File: src/rtl/tx_frame_scheduler.sv
// Two-requester transmit frame scheduler: round-robin grant, fixed header delay,
// LSB-first serialisation of the PSDU bytes, then a fixed inter-frame gap.
module tx_frame_scheduler #(
    parameter int PSDU_OFFSET = 137,
    parameter int GAP         = 48
) (
    input  logic        Clock,
    input  logic        Reset,
    input  logic [1:0]  Req,
    input  logic [11:0] Len0,
    input  logic [11:0] Len1,
    input  logic [7:0]  DataByte,
    input  logic        DataReady,
    output logic [1:0]  Grant,
    output logic        DataAck,
    output logic        TxStart,
    output logic        TxBit,
    output logic        Busy,
    output logic        Done,
    output logic        Error
);

    typedef enum logic [2:0] {
        S_IDLE   = 3'd0,
        S_START  = 3'd1,
        S_HEADER = 3'd2,
        S_PSDU   = 3'd3,
        S_GAP    = 3'd4
    } state_t;

    localparam logic [15:0] HDR_LAST = 16'(PSDU_OFFSET - 1);
    localparam logic [15:0] GAP_LAST = 16'(GAP);

    state_t      state_r, state_nxt_s;
    logic [15:0] cnt_r, cnt_nxt_s;
    logic [14:0] bit_cnt_r, bit_cnt_nxt_s;
    logic [11:0] len_r, len_nxt_s;
    logic [6:0]  shift_r, shift_nxt_s;
    logic        rr_r, rr_nxt_s;
    logic [1:0]  grant_r, grant_nxt_s;
    logic        tx_start_r, tx_start_nxt_s;
    logic        tx_bit_r, tx_bit_nxt_s;
    logic        busy_r, busy_nxt_s;
    logic        done_r, done_nxt_s;
    logic        uf_r, uf_nxt_s;
    logic        zl_nxt_s;
    logic        err_r, err_nxt_s;

    logic        sel_s;
    logic [11:0] sel_len_s;
    logic [7:0]  byte_s;
    logic [14:0] bit_inc_s;
    logic [14:0] frame_bits_s;
    logic        last_bit_s;
    logic        load_s;

    // Round-robin pick: the preferred requester wins if asking, else the other one
    always_comb begin
        if (Req[rr_r]) begin
            sel_s = rr_r;
        end else begin
            sel_s = ~rr_r;
        end
    end

    assign sel_len_s    = sel_s ? Len1 : Len0;
    assign byte_s       = DataReady ? DataByte : 8'h00;
    assign bit_inc_s    = bit_cnt_r + 15'd1;
    assign frame_bits_s = {len_r, 3'b000};
    assign last_bit_s   = (bit_inc_s == frame_bits_s);
    // A byte is fetched at the end of the header and after every 8th bit except the final one
    assign load_s       = ((state_r == S_HEADER) && (cnt_r == HDR_LAST)) ||
                          ((state_r == S_PSDU) && (bit_cnt_r[2:0] == 3'd7) && !last_bit_s);
    assign DataAck      = load_s & DataReady & Reset;

    // Next-state and next-output computation for the frame sequencer
    always_comb begin
        state_nxt_s    = state_r;
        cnt_nxt_s      = cnt_r;
        bit_cnt_nxt_s  = bit_cnt_r;
        len_nxt_s      = len_r;
        shift_nxt_s    = shift_r;
        rr_nxt_s       = rr_r;
        grant_nxt_s    = grant_r;
        tx_start_nxt_s = 1'b0;
        tx_bit_nxt_s   = 1'b0;
        done_nxt_s     = 1'b0;
        uf_nxt_s       = uf_r;
        zl_nxt_s       = 1'b0;

        case (state_r)
            S_IDLE: begin
                if (Req != 2'b00) begin
                    if (sel_len_s != 12'd0) begin
                        len_nxt_s      = sel_len_s;
                        grant_nxt_s    = sel_s ? 2'b10 : 2'b01;
                        rr_nxt_s       = ~sel_s;
                        tx_start_nxt_s = 1'b1;
                        uf_nxt_s       = 1'b0;
                        state_nxt_s    = S_START;
                    end else begin
                        zl_nxt_s = 1'b1;
                        rr_nxt_s = ~sel_s;
                    end
                end else begin
                    state_nxt_s = S_IDLE;
                end
            end
            S_START: begin
                cnt_nxt_s   = 16'd1;
                state_nxt_s = S_HEADER;
            end
            S_HEADER: begin
                if (cnt_r == HDR_LAST) begin
                    state_nxt_s   = S_PSDU;
                    bit_cnt_nxt_s = 15'd0;
                    tx_bit_nxt_s  = byte_s[0];
                    shift_nxt_s   = byte_s[7:1];
                    uf_nxt_s      = uf_r | ~DataReady;
                end else begin
                    cnt_nxt_s = cnt_r + 16'd1;
                end
            end
            S_PSDU: begin
                done_nxt_s = ((bit_cnt_r + 15'd2) == frame_bits_s);
                if (last_bit_s) begin
                    state_nxt_s = S_GAP;
                    cnt_nxt_s   = 16'd1;
                end else if (load_s) begin
                    bit_cnt_nxt_s = bit_inc_s;
                    tx_bit_nxt_s  = byte_s[0];
                    shift_nxt_s   = byte_s[7:1];
                    uf_nxt_s      = uf_r | ~DataReady;
                end else begin
                    bit_cnt_nxt_s = bit_inc_s;
                    tx_bit_nxt_s  = shift_r[0];
                    shift_nxt_s   = {1'b0, shift_r[6:1]};
                end
            end
            S_GAP: begin
                if (cnt_r == GAP_LAST) begin
                    state_nxt_s = S_IDLE;
                    grant_nxt_s = 2'b00;
                end else begin
                    cnt_nxt_s = cnt_r + 16'd1;
                end
            end
            default: begin
                state_nxt_s = S_IDLE;
                grant_nxt_s = 2'b00;
            end
        endcase

        busy_nxt_s = (state_nxt_s != S_IDLE);
        err_nxt_s  = uf_nxt_s | zl_nxt_s;
    end

    // State and output registers with synchronous active-low reset
    always_ff @(posedge Clock) begin
        if (!Reset) begin
            state_r    <= S_IDLE;
            cnt_r      <= 16'd0;
            bit_cnt_r  <= 15'd0;
            len_r      <= 12'd0;
            shift_r    <= 7'd0;
            rr_r       <= 1'b0;
            grant_r    <= 2'b00;
            tx_start_r <= 1'b0;
            tx_bit_r   <= 1'b0;
            busy_r     <= 1'b0;
            done_r     <= 1'b0;
            uf_r       <= 1'b0;
            err_r      <= 1'b0;
        end else begin
            state_r    <= state_nxt_s;
            cnt_r      <= cnt_nxt_s;
            bit_cnt_r  <= bit_cnt_nxt_s;
            len_r      <= len_nxt_s;
            shift_r    <= shift_nxt_s;
            rr_r       <= rr_nxt_s;
            grant_r    <= grant_nxt_s;
            tx_start_r <= tx_start_nxt_s;
            tx_bit_r   <= tx_bit_nxt_s;
            busy_r     <= busy_nxt_s;
            done_r     <= done_nxt_s;
            uf_r       <= uf_nxt_s;
            err_r      <= err_nxt_s;
        end
    end

    assign Grant   = grant_r;
    assign TxStart = tx_start_r;
    assign TxBit   = tx_bit_r;
    assign Busy    = busy_r;
    assign Done    = done_r;
    assign Error   = err_r;

endmodule

File: config.mk
export PLATFORM = sky130hd
export DESIGN_NAME = tx_frame_scheduler
export DESIGN_NICKNAME = d
export VERILOG_FILES = /design/src/rtl/tx_frame_scheduler.sv
export SDC_FILE = /design/constraint.sdc
export NUM_CORES = 1
export LEC_CHECK = 0
export ABC_AREA = 1
export CAP_MARGIN = 40
export CELL_PAD_IN_SITES_DETAIL_PLACEMENT = 2
export CELL_PAD_IN_SITES_GLOBAL_PLACEMENT = 2
export CORE_MARGIN = 8
export CORE_UTILIZATION = 30
export CTS_CLUSTER_DIAMETER = 150
export DETAILED_ROUTE_END_ITERATION = 8
export PLACE_DENSITY_LB_ADDON = 0.25
export SLEW_MARGIN = 30
export SYNTH_ARGS = -nofsm -noshare
export SYNTH_HDL_FRONTEND = slang
export SYNTH_SLANG_ARGS = --single-unit
File: constraint.sdc
create_clock -name Clock -period 3.2 [get_ports Clock]
set_input_delay 0.64 -clock Clock [delete_from_list [all_inputs] [get_ports Clock]]
set_output_delay 0.64 -clock Clock [all_outputs]
set_load 0.1 [all_outputs]
==> flow_metrics.env <==
export IMPL_net_switching_power_mw=0.913
export IMPL_layout_nets=772
export IMPL_cts_max_level=3
export IMPL_worstSetupStartpointType="flip-flop"
export IMPL_max_clock_path_buffers=2
export IMPL_clock_latency_ns=0.34
export IMPL_grt_pass1_wl_mm=27.4
export IMPL_num_rows=43
export IMPL_die_h_um=135
export IMPL_synth_area_per_cell_um2=6.32
export IMPL_tightestPinTransition_ns=0.663
export IMPL_dr_pass1_iters=6
export IMPL_clock_sinks=62
export IMPL_critPathCaptureType="output port"
export IMPL_syn_nets=716
export IMPL_status="completed"
export IMPL_ant_nets=0
export IMPL_slew_viol_final=0
export IMPL_io_buffer_count=44
export IMPL_timing_fmax_ghz=0.326
export IMPL_synth_edf_count=0
export IMPL_diodes=0
export IMPL_synth_top_cell_area_share=0.292
export IMPL_yosysWarnings=0
export IMPL_wl_per_cell_um=18.5
export IMPL_fin_crit_ns=3.07
export IMPL_chipWidth_um=135
export IMPL_antenna_found_initial=0
export IMPL_setup_ws_ns=0.132
export IMPL_setup_viol=0
export IMPL_grt_max_degree=30
export IMPL_yosysMostFrequentCell="nand2_1"
export IMPL_initialDrtViolationCount=164
export IMPL_seq_area_frac_synth=0.292
export IMPL_coreArea_um2=13900
export IMPL_powerDensity_nw_per_um2=479
export IMPL_skew_ns=0.00450
export IMPL_dp_hpwl_mm=13.4
export IMPL_cts_tree="built"
export IMPL_synth_cell_types=41
export IMPL_post_synth_instance_area_um2=4260
export IMPL_finalWeightedCongestion=0.856
export IMPL_ir_drop_mv=0.222
export IMPL_setup_worst_path_class="reg2out"
export IMPL_initial_core_util=0.307
export IMPL_maxSlewHeadroom=0.556
export IMPL_async_flop_share=0
export IMPL_gr_usage_all_layers=0.189
export IMPL_combPwrFrac=0.271
export IMPL_holdBufCountCts=0
export IMPL_post_route_util=0.391
export IMPL_grt_pass1_vias=5225
export IMPL_grt_overflow=0
export IMPL_clkPwrFrac=0.382
export IMPL_synth_commonest_cells="nand2_1 (169), inv_1 (79), nand3_1 (63)"
export IMPL_cts_buffers=9
export IMPL_synth_top_area_cell="dfxtp_1"
export IMPL_area_growth_pct=27.6
export IMPL_min_period_over_period=0.959
export IMPL_clock_tree_root_cell="clkbuf_16"
export IMPL_drt_wl_total_mm=16.9
export IMPL_drcViolationCount=0
export IMPL_p_seq_frac=0.347
export IMPL_drive_gt1_frac=0.168
export IMPL_crit_path_max_fanout=6
export IMPL_yosys_top_cells_area="dfxtp_1 (29%), nand2_1 (15%), nand3_1 (7.4%)"
export IMPL_hold_viol=0
export IMPL_power_leakage_nw=2.20
export IMPL_path_clk_slew_ns=0.05
export IMPL_synth_seq_cells=62
export IMPL_die_area_um2=18300
export IMPL_cap_violations=0
export IMPL_intPower_mw=1.69
export IMPL_crit_required_ns=2.56
export IMPL_netlist_instances=673
export IMPL_worst_ep_arrival_time_ns=2.43
export IMPL_ys_flop_type="dfxtp_1"
export IMPL_dr_total_vias=4670
export IMPL_swShare=0.351
export IMPL_vias_per_cell=5.11
export IMPL_num_io_pins=45
export IMPL_place_ws_ns=0.0547
export IMPL_hp_class="reg2reg"
-- kinds of logic after synthesis --
group	synth area share
AO/OA/AOI/OAI	0.144
XOR/XNOR	0.0453
buffers and inverters	0.101
AND/OR/NAND/NOR	0.400
flip-flops	0.292
adder cells (fa/ha/maj)	0.0176
-- power by group through the flow --
| stage | sequential [mW] | clock, mW | combinational [mW] |
|---|---|---|---|
| 2_1_floorplan | 0.964 | 0 | 0.391 |
| 3_3_place_gp | 0.911 | 0 | 0.654 |
| 3_5_place_dp | 0.915 | 0 | 0.682 |
| 4_1_cts | 0.902 | 1.03 | 0.701 |
| 5_1_grt | 0.912 | 1.06 | 0.778 |
| 6_report | 0.903 | 0.994 | 0.705 |
-- state kept, by name, indices dropped and copies added, names as in the netlist --
signal	cells
cnt_r	16
bit_cnt_r	15
len_r	12
shift_r	7
state_r	3
Grant	2
Busy	1
Done	1
Error	1
TxBit	1
TxStart	1
rr_r	1
uf_r	1
-- final cells by class --
| type | instances | area (um2) |
|---|---|---|
| clock buffers | 11 | 243 |
| clock inverters | 5 | 58.8 |
| fillers | 1661 | 8450 |
| inverters | 81 | 308 |
| multi-input cells | 509 | 2740 |
| flip-flops and latches | 62 | 1250 |
| well taps | 180 | 225 |
| repair buffers | 66 | 598 |
-- routing by layer --
layer,wire (um),GRT usage,vias to the layer above
li1,-,-,2308
met5,0,0,-
met3,256,0.0323,19
met1,7280,0.209,2306
met2,9040,0.356,37
met4,356,0.0611,0
-- final timing paths --
check | startpoint | to | slack, ns | cells past startpoint
worst max register to register | bit_cnt_r[1] | cnt_r[2] | 0.40 | 17
worst min-delay path | shift_r[6] | shift_r[6] | 0.47 | 2
worst max-delay path | bit_cnt_r[1] | DataAck | 0.13 | 15
worst min register to register | shift_r[6] | shift_r[6] | 0.47 | 2
-- per-stage QoR --
step	power [mW]	TNS [ns]	instances	hold slack [ns]	instance area, um2
after CTS	2.63	0	908	0.479	5330
after global placement	1.56	0	892	0.459	4910
final	2.60	0	914	0.473	5430
after floorplan	1.36	0	673	0.444	4260
after detailed placement	1.60	0	892	0.466	4910
after global routing	2.75	-0.0111	914	0.491	5430
-- cell usage in the layout, fill, tap and decap left out, types with 4 or more instances in the layout --
master and instances:
a21oi_1 52, buf_4 29, clkbuf_16 9, clkdlybuf4s50_1 36
dfxtp_1 54, dfxtp_2 7, ha_1 4, inv_1 75
nand2_1 158, nand2_2 16, nand3_1 59, nand3_2 8
nand4_1 12, nor2_1 49, nor2_2 8, nor2_4 8
nor3_1 18, nor4_1 7, o21ai_0 46, or2_2 11
xnor2_1 4, xor2_1 17
-- repair_timing --
item | 4_1_cts | 5_1_grt
cloned | 0 | 0
endpoints found under the setup margin | 1 | 1
pin swaps | 2 | 14
buffers inserted | 0 | 6
resized for setup | 29 | 20
-- worst max-delay path, cell delays in order (launching register included) --
cell and delay [ns]:
dfxtp_4 0.40, ha_4 0.20, inv_4 0.04, nor2_4 0.25, nand2_2 0.11, nand3_1 0.10, nand2_1 0.08, nor2_2 0.12
nand2_2 0.08, nor2_4 0.14, nand3_4 0.12, nand2_4 0.10, nand2_2 0.06, inv_2 0.09, nor2_4 0.04, buf_12 0.16
No activity file was read; power rests on OpenSTA's default activity.
